<file path="src/rtl/mac_unit_pkg.sv">
// Shared constants for the multiply-accumulate datapath element.
package mac_unit_pkg;

    localparam int unsigned IWIDTH = 4;
    localparam int unsigned SWIDTH = 10;

    // Width of the full-precision product of two operands of width w.
    function automatic int unsigned prod_width(input int unsigned w);
        return 2 * w;
    endfunction

endpackage

</file>
<file path="src/rtl/mac_mult.sv">
// Combinational unsigned iwidth x iwidth -> 2*iwidth full-precision multiplier.
module mac_mult
    import mac_unit_pkg::*;
#(
    parameter int unsigned iwidth = IWIDTH
) (
    input  logic [iwidth-1:0]   a_i,
    input  logic [iwidth-1:0]   b_i,
    output logic [2*iwidth-1:0] p_o
);

    logic [2*iwidth-1:0] a_ext;
    logic [2*iwidth-1:0] b_ext;

    // Widen before multiplying so no product bits are lost.
    assign a_ext = {{iwidth{1'b0}}, a_i};
    assign b_ext = {{iwidth{1'b0}}, b_i};
    assign p_o   = a_ext * b_ext;

endmodule

</file>
<file path="src/rtl/mac_unit.sv">
// Unsigned multiply-accumulate: acc <= acc + a_i*b_i each edge, wrapping mod 2^swidth.
module mac_unit
    import mac_unit_pkg::*;
#(
    parameter int unsigned iwidth = IWIDTH,
    parameter int unsigned swidth = SWIDTH
) (
    input  logic              clk,
    input  logic              rstn,   // active-high synchronous reset
    input  logic [iwidth-1:0] a_i,
    input  logic [iwidth-1:0] b_i,
    output logic [swidth-1:0] sum_o
);

    localparam int unsigned PWIDTH = prod_width(iwidth);

    if (swidth < PWIDTH) begin : g_width_check
        $error("mac_unit: swidth must be at least 2*iwidth");
    end

    logic [PWIDTH-1:0] prod;
    logic [swidth-1:0] prod_ext;
    logic [swidth-1:0] sum_d;
    logic [swidth-1:0] sum_q;

    mac_mult #(
        .iwidth (iwidth)
    ) u_mult (
        .a_i (a_i),
        .b_i (b_i),
        .p_o (prod)
    );

    always_comb begin
        prod_ext             = '0;
        prod_ext[PWIDTH-1:0] = prod;
        sum_d                = sum_q + prod_ext;
    end

    always_ff @(posedge clk) begin
        if (rstn) begin
            sum_q <= '0;
        end else begin
            sum_q <= sum_d;
        end
    end

    assign sum_o = sum_q;

endmodule

</file>
<file path="config.mk">
export PLATFORM = sky130hd
export DESIGN_NAME = mac_unit
export DESIGN_NICKNAME = d
export VERILOG_FILES = /design/src/rtl/mac_unit_pkg.sv /design/src/rtl/mac_mult.sv /design/src/rtl/mac_unit.sv
export SDC_FILE = /design/constraint.sdc
export NUM_CORES = 1
export LEC_CHECK = 0
export CORE_MARGIN = 3
export CORE_UTILIZATION = 52
export CTS_CLUSTER_SIZE = 8
export DETAILED_ROUTE_END_ITERATION = 8
export PLACE_DENSITY = 0.8
export SYNTH_ARGS = -nofsm -noshare
export SYNTH_HDL_FRONTEND = slang
export SYNTH_SLANG_ARGS = --single-unit
</file>
<file path="constraint.sdc">
create_clock -name clk -period 3.63 [get_ports clk]
set_input_delay 0.363 -clock clk [delete_from_list [all_inputs] [get_ports clk]]
set_output_delay 0.363 -clock clk [all_outputs]
set_load 0.1 [all_outputs]
</file>
# Word-level counts from Yosys, hierarchy flattened
# Cells that the tools add are included.
# totals
regBits	10
inputBits	10
output_inout_bits	10
elab_cells	3
# classes
addsub	1
mul	1
# ops
operator	n
$add A10 B8 Y10	1
$mul A4 B4 Y8	1

# Logic depth before layout (Yosys ltp)
# Gate-level depths: netlist of run 1.
# depth
word_depth	2
depth_mapped	12

# By module
# A second synthesis of run 1 with hierarchy kept.
# hier_totals
cells_unflattened	130
area_unflattened_um2	1142.3
# by_module_without_submodules
module	n_inst	cells_per_inst	area_each_um2
mac_unit	1	79	678.2
mac_mult	1	51	464.2

# Worst setup path before layout of run 1
# OpenSTA, ideal clock, no wires.
# synth_timing
kind	input port to flip-flop
startpoint	input b_i[3]
endpoint	register sum_q[7], in the netlist sum_o[7]
t_arrival_ns	3.197
required_time_ns	3.551
slack_ns	0.354
cell_stages	10
path_buffers	0
path_cell_list	nand2_1 fa_1 fa_1 inv_1 fa_1 ha_1 a211oi_2 nor2_1 or4_1 o211ai_1
# synth_via
elab_chain_len	2
# synth_lines
item	line	text
start: declaration	mac_unit.sv:11	input logic [iwidth-1:0] b_i,
$mul A4 B4 Y8	mac_mult.sv:18	assign p_o = a_ext * b_ext;
$add A10 B8 Y10	mac_unit.sv:37	sum_d = sum_q + prod_ext;
end signal: assignment	mac_unit.sv:44	sum_q <= sum_d;
end: declaration	mac_unit.sv:24	logic [swidth-1:0] sum_q;
# No other way between the ends.
# A chain may end at the register's enable or synchronous reset.

# Worst setup path after layout of run 1
# layout_timing
startpoint	input b_i[1]
endpoint	register sum_q[7], in the netlist sum_o[7]
# Same word-level chain as after synthesis.

==> results of run 1 <==
critical path, delay by kind of cell:
family	cells	cell delay, ps
compound gates	2	320
buf+inv	2	540
simple gates	3	660
fa+ha+maj	4	1820
final timing paths:
path             from  endpoint  slack, ps  cells past startpoint
min          sum_o[9]  sum_o[9]        570                      2
max            b_i[1]  sum_o[7]        120                     11
min reg2reg  sum_o[9]  sum_o[9]        570                      2
max reg2reg  sum_o[2]  sum_o[7]       1210                      6
cell usage after synthesis (2+ instances only):
library cell   n
a211oi_1       3
a21o_1         2
and2_1        12
clkbuf_1       2
dfxtp_1       10
fa_1           9
ha_1          18
inv_1         17
mux2_1         2
nand2_1        5
nand2b_1       3
nor2_1         9
nor2b_1        5
nor3_1         3
nor3b_1        3
nor4b_1        2
o21ai_0        2
o21bai_1       2
cell type report:
class                           count  share of cell area, %
Timing Repair Buffer               32                   19.9
Clock buffer                        4                   2.52
Tap cell                           25                   2.17
Inverter                           17                   4.42
Sequential cell                    10                   13.9
Multi-Input combinational cell     90                   57.1
cells by family after synthesis:
kind of cell               after synthesis  synth area share, %
AOI/OAI and AO/OA                       15                 10.4
buffers and inverters                   19                 6.64
muxes                                    2                 2.10
and+or+nand+nor                         45                 23.7
adders and majority gates               27                 37.7
xor gates and xnor gates                 1                0.815
DFF                                     10                 18.6
layer usage:
layer / vias to the layer above / track usage, %
met5: - / 0
met4: 0 / 5.24
met3: 4 / 4.37
met1: 449 / 24.6
met2: 13 / 37.9
li1: 468 / -
report_power, final:
part | switching (W) | leakage [nW] | internal [W]
sequential | 0.0000227 | 0.0827 | 0.000145
clock | 0.0000468 | 0.0210 | 0.0000609
combinational | 0.000501 | 0.609 | 0.000306
through the flow:
stage                     hold WS [ps]  std cells  util [%]  area, um2  worst slack, ps
after floorplan                    701        119         -       1070              354
final                              573        178      78.4       1440              117
after global placement             519        174      75.4       1390             -213
after global routing               600        178      78.4       1440            -42.3
after detailed placement           546        174      75.4       1390             -258
after CTS                          567        178      77.3       1420             11.8
==> results.cfg, run 1 <==
[floorplan]
design.die.area_um2 = 2650
die_h_um = 51.5
start_util_pct = 58.4
dieWidth_um = 51.5
rows = 15
io_pins = 20
core_region_area_um2 = 1840

[global_route]
track_usage_pct = 20.9
grt_pass1_wl_mm = 4.09
grt_overflow = 0
grt_max_degree = 19
antenna_found_initial = 0
grt_pass1_vias = 931

[clock_network]
cts.sinks = 10
cts_buffers = 3
cts_setup_buffers = 0
cts_resized = 0
tritoncts = yes
cts.htree.levels = 1
root_buffer = clkbuf_4
hold_buffers = 0
insertion_delay_ps = 270
clk_pin_slew_ps = 80
cts_max_path_buffers = 2

[logic_synthesis]
synth_warnings = 0
synth_top_cell_by_area = ha_1
synthesis.area_um2 = 1070
synth_seq_area_share_pct = 18.6
ys_ff_latch = 10
synth_edf_count = 0
synthCells = 119
ys_top_cells_by_area = ha_1, dfxtp_1, fa_1, and2_1, inv_1
synth.distinct_cells = 28
synthesis.nets = 156
synth_top_area_share_pct = 21.0
ys_async_sr_fraction_pct = 0
ys.flop_type = dfxtp_1
avgSynthCellArea_um2 = 9.03

[route]
vias = 934
wl_met1_mm = 1.09
drt-initial-drc-count = 9
drtAntennaViolNets = 0
viasPerCell = 5.25
drc = 0
postRouteWirelength_mm = 2.45
first_pass_iters = 4
top_layer = met4
dr_wl_met2_mm = 1.27
wire_per_inst_um = 13.8
wl_met3_um = 73

[timing]
tightest_slew_ps = 980
finalSetupTns_ps = 0
timing.fmax_ghz = 0.285
report.final.hold_viol_count = 0
slew_violations = 0
setup_violations = 0
period_share_pct = 96.8
finClkSkew_ps = 2.23
min_period_ps = 3510
relSlewSlack_pct = 34.5
rsz0062_at_grt = yes

[placed_design]
io_buffers = 19
dp.final_hpwl_mm = 2.01
gp_congestion = 0.810

[critical_path]
crit_path_frequent_cell = fa_1
startpoint_type = primary input
slowest_delay_ps = 550
path_cells = clkdlybuf4s50_1 -> nand2_1 -> fa_1 -> fa_1 -> inv_1 -> fa_1 -> ha_4 -> a211oi_2 -> nor2_1 -> or4_1 -> o211ai_1
cp_max_fo = 4
worstSetupPathType = primary input to register
worstSetupEndpointType = register
slowest_stage = fa_1
worstPathArrival_ps = 3710
required_ps = 3830

[cells_and_area]
multi_input_area_um2 = 823
syn2layout_area_growth_pct = 34.2
seq_area_um2 = 200
drive_above_1_share_pct = 14.4
largest_reg_flops = 10
final_common_cell = clkdlybuf4s50_1
nFillCells = 144
insertedDiodeCount = 0
final_cell_mix = clkdlybuf4s50_1, inv_1, ha_1
nets = 191

[pwr]
cellPowerDensity_nw_per_um2 = 751
irDropWorstVdd_mv = 0.685
power.total_w = 0.00108
power_leakage_nw = 0.712

[outcome]
status = complete, no violations

[worst_hold_path]
hold_path_class = register to register

[flow_run]
maxCapViolations = 0
(Power assumes the default switching activity.)
==> run 2, diff against run 1 <==
Settings changed: CORE_UTILIZATION 52 to 62, DONT_BUFFER_PORTS set to 1, PLACE_DENSITY 0.8 to 0.78.
==> run 2 against run 1 <==
Compared with the run above: final area down 17%; total power fell by 12%; wire length down 22%; die area fell by 14%.
==> results.cfg, run 2 (same netlist as run 1, synthesis figures left out) <==
[route]
drtAntennaViolNets = 0
wire_per_inst_um = 13.2
drt-initial-drc-count = 12
viasPerCell = 5.59
postRouteWirelength_mm = 1.92
first_pass_iters = 4
vias = 816
drc = 0

[critical_path]
slowest_delay_ps = 550
critical_path_cell_count = 10
required_ps = 3810
r2r.worst_path.cells = 8
critPathTopFamily = adder cells
crit_path_frequent_cell = fa_1
worstSetupPathType = primary input to register
startpoint_type = primary input
slowest_stage = fa_1
path_cells = nand2_1 -> fa_1 -> fa_1 -> inv_1 -> fa_1 -> ha_1 -> a211oi_2 -> nor2_1 -> or4_1 -> o211ai_1
cp_num_buf_inv = 1
worstSetupEndpointType = register
worstPathArrival_ps = 3360
cp_max_fo = 5

[global_route]
grt_overflow = 0
grt_pass1_vias = 754
grt_max_degree = 19
track_usage_pct = 19.3
antenna_found_initial = 0
grt_pass1_wl_mm = 3.06

[pwr]
power_leakage_nw = 0.625
p_switching_w = 0.000532
cellPowerDensity_nw_per_um2 = 802
seqPwrFrac_pct = 17.5
power.total_w = 0.000955
p_clk_share_pct = 11.0
comb_power_share_pct = 71.5
irDropWorstVdd_mv = 0.603
switching_share_pct = 55.7
p_int_w = 0.000423

[clock_network]
cts.htree.levels = 1
cts.sinks = 10
insertion_delay_ps = 270
clk_pin_slew_ps = 70
cts_resized = 0
tritoncts = yes
hold_buffers = 0
cts_buffers = 3
cts_max_path_buffers = 2
root_buffer = clkbuf_4
cts_setup_buffers = 0

[worst_hold_path]
hold_path_class = primary input to register
hold_depth = 1

[cells_and_area]
nets = 168
drive_above_1_share_pct = 11.5
insertedDiodeCount = 0
largest_reg_flops = 10
syn2layout_area_growth_pct = 10.8
final_cell_mix = ha_1, inv_1, and2_1
final_common_cell = ha_1

[timing]
min_period_ps = 3180
timing.fmax_ghz = 0.315
tightest_slew_ps = 1010
relSlewSlack_pct = 32.3
period_share_pct = 87.6
rsz0062_at_grt = no
slew_violations = 0
report.final.hold_viol_count = 0
finClkSkew_ps = 2.17
finalSetupTns_ps = 0
setup_ws_ps = 451
setup_violations = 0

[floorplan]
die_h_um = 47.6
design.die.area_um2 = 2270
dieWidth_um = 47.6
rows = 14
core_region_area_um2 = 1580
start_util_pct = 68.2
io_pins = 20

[placed_design]
io_buffers = 0
dp.final_hpwl_mm = 1.64
pre_cts_ws_ps = 184
gp_congestion = 0.767

[outcome]
status = complete, no violations

[flow_run]
maxCapViolations = 0
## run 2: path summary, 6_finish.rpt
path / slack [ps] / from / endpoint
max: 450 / b_i[3] / sum_o[7]
min: 150 / rstn / sum_o[1]
max reg2reg: 1180 / sum_o[5] / sum_o[9]
min reg2reg: 600 / sum_o[0] / sum_o[0]
## run 2: metal layers
layer | vias up | global-route usage [%] | share of wire (%)
met5 | - | 0 | 0
met2 | 20 | 34.2 | 51
met1 | 374 | 23.9 | 44
li1 | 420 | - | -
met3 | 2 | 3.76 | 4.7
met4 | 0 | 4.84 | 0.62
## run 2: through the flow
stage,hold slack (ps),instance area (um2),util [%],instances
after global routing,148,1190,75.6,146
after CTS,156,1190,75.6,146
after global placement,437,1150,73.3,142
final,155,1190,75.6,146
after detailed placement,438,1150,73.3,142
after floorplan,701,1070,-,119
## run 2: area by class of cell
type,instances,area (um2)
fill,117,385
timing repair buffer,9,67.6
multi-input combinational,90,803
inverter,17,63.8
sequential,10,200
clock buffer,4,36.3
tap,16,20.0
## run 2: power by group through the flow
stage / Sequential, W / Combinational (W) / Clock [W]
2_1_floorplan: 0.000407 / 0.000325 / 0
3_3_place_gp: 0.000169 / 0.000662 / 0
3_5_place_dp: 0.000170 / 0.000680 / 0
4_1_cts: 0.000168 / 0.000684 / 0.000104
5_1_grt: 0.000172 / 0.000746 / 0.000111
6_report: 0.000167 / 0.000683 / 0.000105
==> run 3, diff against run 2 <==
Settings changed: CORE_UTILIZATION 62 to 56, CTS_CLUSTER_DIAMETER set to 50, PLACE_DENSITY 0.78 to 0.74, SETUP_SLACK_MARGIN set to 0.5.
Clock period 3.63 ns to 2.8 ns, I/O delays scaled along.
==> run 3 against run 2 <==
Compared with the run above: combinational power up 80%; via count increased by 9.7%; clock skew rose by 4.2 ps; sequential cell count unchanged.
==> results.cfg, run 3 (same netlist as run 1, synthesis figures left out) <==
[outcome]
status = complete, no violations

[timing]
period_share_pct = 97.0
setup_violations = 0
relSlewSlack_pct = 80.3
rsz0062_at_grt = yes
slew_violations = 0
finalSetupTns_ps = 0
timing.fmax_ghz = 0.368
min_period_ps = 2720
finClkSkew_ps = 6.37
report.final.hold_viol_count = 0
tightest_slew_ps = 295

[clock_network]
clk_pin_slew_ps = 80
cts_buffers = 3
cts.htree.levels = 1
cts.sinks = 10
root_buffer = clkbuf_4
cts_max_path_buffers = 2
tritoncts = yes
hold_buffers = 0
insertion_delay_ps = 280

[route]
first_pass_iters = 4
vias = 895
wire_per_inst_um = 14.3
drc = 0
drtAntennaViolNets = 0
drt-initial-drc-count = 7
viasPerCell = 5.39
postRouteWirelength_mm = 2.37

[pwr]
cellPowerDensity_nw_per_um2 = 1100
irDropWorstVdd_mv = 0.776
power_leakage_nw = 0.700

[cells_and_area]
nets = 179
final_cell_mix = buf_4, inv_1, ha_1
drive_above_1_share_pct = 36.9
insertedDiodeCount = 0
fin_util_pct = 81.6
syn2layout_area_growth_pct = 33.9
final_common_cell = buf_4
final_area_um2 = 1440
largest_reg_flops = 10

[global_route]
grt_max_degree = 19
antenna_found_initial = 0
grt_overflow = 0
track_usage_pct = 20.3
grt_pass1_wl_mm = 3.87
grt_pass1_vias = 937

[floorplan]
die_h_um = 49.8
core_region_area_um2 = 1760
dieWidth_um = 49.8
io_pins = 20
start_util_pct = 60.9
design.die.area_um2 = 2480
rows = 15

[critical_path]
required_ps = 2970
r2r.worst_path.cells = 8
r2r_end = sum_o[9]
worstSetupEndpointType = register
worstSetupPathType = primary input to register
worstPathArrival_ps = 2890
cp_max_fo = 4
crit_start = b_i[1]
ff2ff_setup_slack_ps = 530
timing.rr.start = sum_o[6]
endpoint = sum_o[9]
startpoint_type = primary input

[placed_design]
dp.final_hpwl_mm = 1.84
io_buffers = 0
placed_cell_area_um2 = 1340
gp_congestion = 0.727

[flow_run]
maxCapViolations = 0

[worst_hold_path]
hold_path_class = primary input to register
run 3: cell count changes in the layout (fill, tap and decap cells not counted), moves of 3 or more:
cell      previous run  this run
dfxtp_2              0         3
fa_1                 9         6
dfxtp_1             10         7
ha_1                18        14
a211oi_1             3         0
buf_4                9        19
ha_4                 0         4
fa_2                 0         3
run 3: final cells by class:
cell class | instances | area, um2
tap | 25 | 31.3
inverter | 17 | 63.8
sequential | 10 | 204
clock buffer | 4 | 36.3
fill | 126 | 325
timing repair buffer | 20 | 154
multi-input combinational | 90 | 950
run 3: what timing repair did:
item                                    in CTS  in global routing
pin swaps                                    9                  2
endpoints found under the setup margin       5                  6
buffers inserted                             0                  0
resized for setup                            8                  7
run 3: worst min path at each step:
stage               startpoint  endpoint  slack, ps  cells past startpoint
floorplan               b_i[0]  sum_o[0]        620                      3
detailed placement        rstn  sum_o[2]        350                      1
global route              rstn  sum_o[2]         60                      1
CTS                       rstn  sum_o[2]         60                      1
global placement          rstn  sum_o[2]        350                      1
finish                    rstn  sum_o[2]         50                      1
run 3: metal layers:
| layer | vias to the layer above | GRT usage [%] | routed length (um) |
|---|---|---|---|
| met5 | - | 0 | 0 |
| met4 | 0 | 5.53 | 53 |
| met3 | 7 | 3.02 | 91 |
| met2 | 17 | 39.0 | 1280 |
| met1 | 429 | 22.6 | 949 |
| li1 | 442 | - | - |
run 3: stage by stage:
| stage | power (W) | setup WS [ps] | hold WS (ps) | instances |
|---|---|---|---|---|
| after global placement | 0.00132 | -254 | 347 | 162 |
| after floorplan | 0.00108 | -137 | 618 | 119 |
| final | 0.00159 | 83.7 | 53.3 | 166 |
| after global routing | 0.00169 | -15.8 | 56.8 | 166 |
| after CTS | 0.00152 | 56.9 | 59.7 | 166 |
| after detailed placement | 0.00135 | -289 | 349 | 162 |
run 3: report_power, final:
part	internal (W)	leakage, nW	switching (W)	total (W)
Combinational	0.000503	0.595	0.000726	0.00123
Sequential	0.000192	0.0835	0.0000270	0.000219
Clock	0.0000792	0.0210	0.0000587	0.000138
Total	0.000774	0.700	0.000811	0.00159
run 3: critical path: stages:
cell and delay, ps:
nand2_8 30, fa_1 480, fa_1 490, inv_1 50, fa_1 510, ha_4 230, a211oi_4 230, o21bai_1 90
a31oi_1 160, mux2_1 330
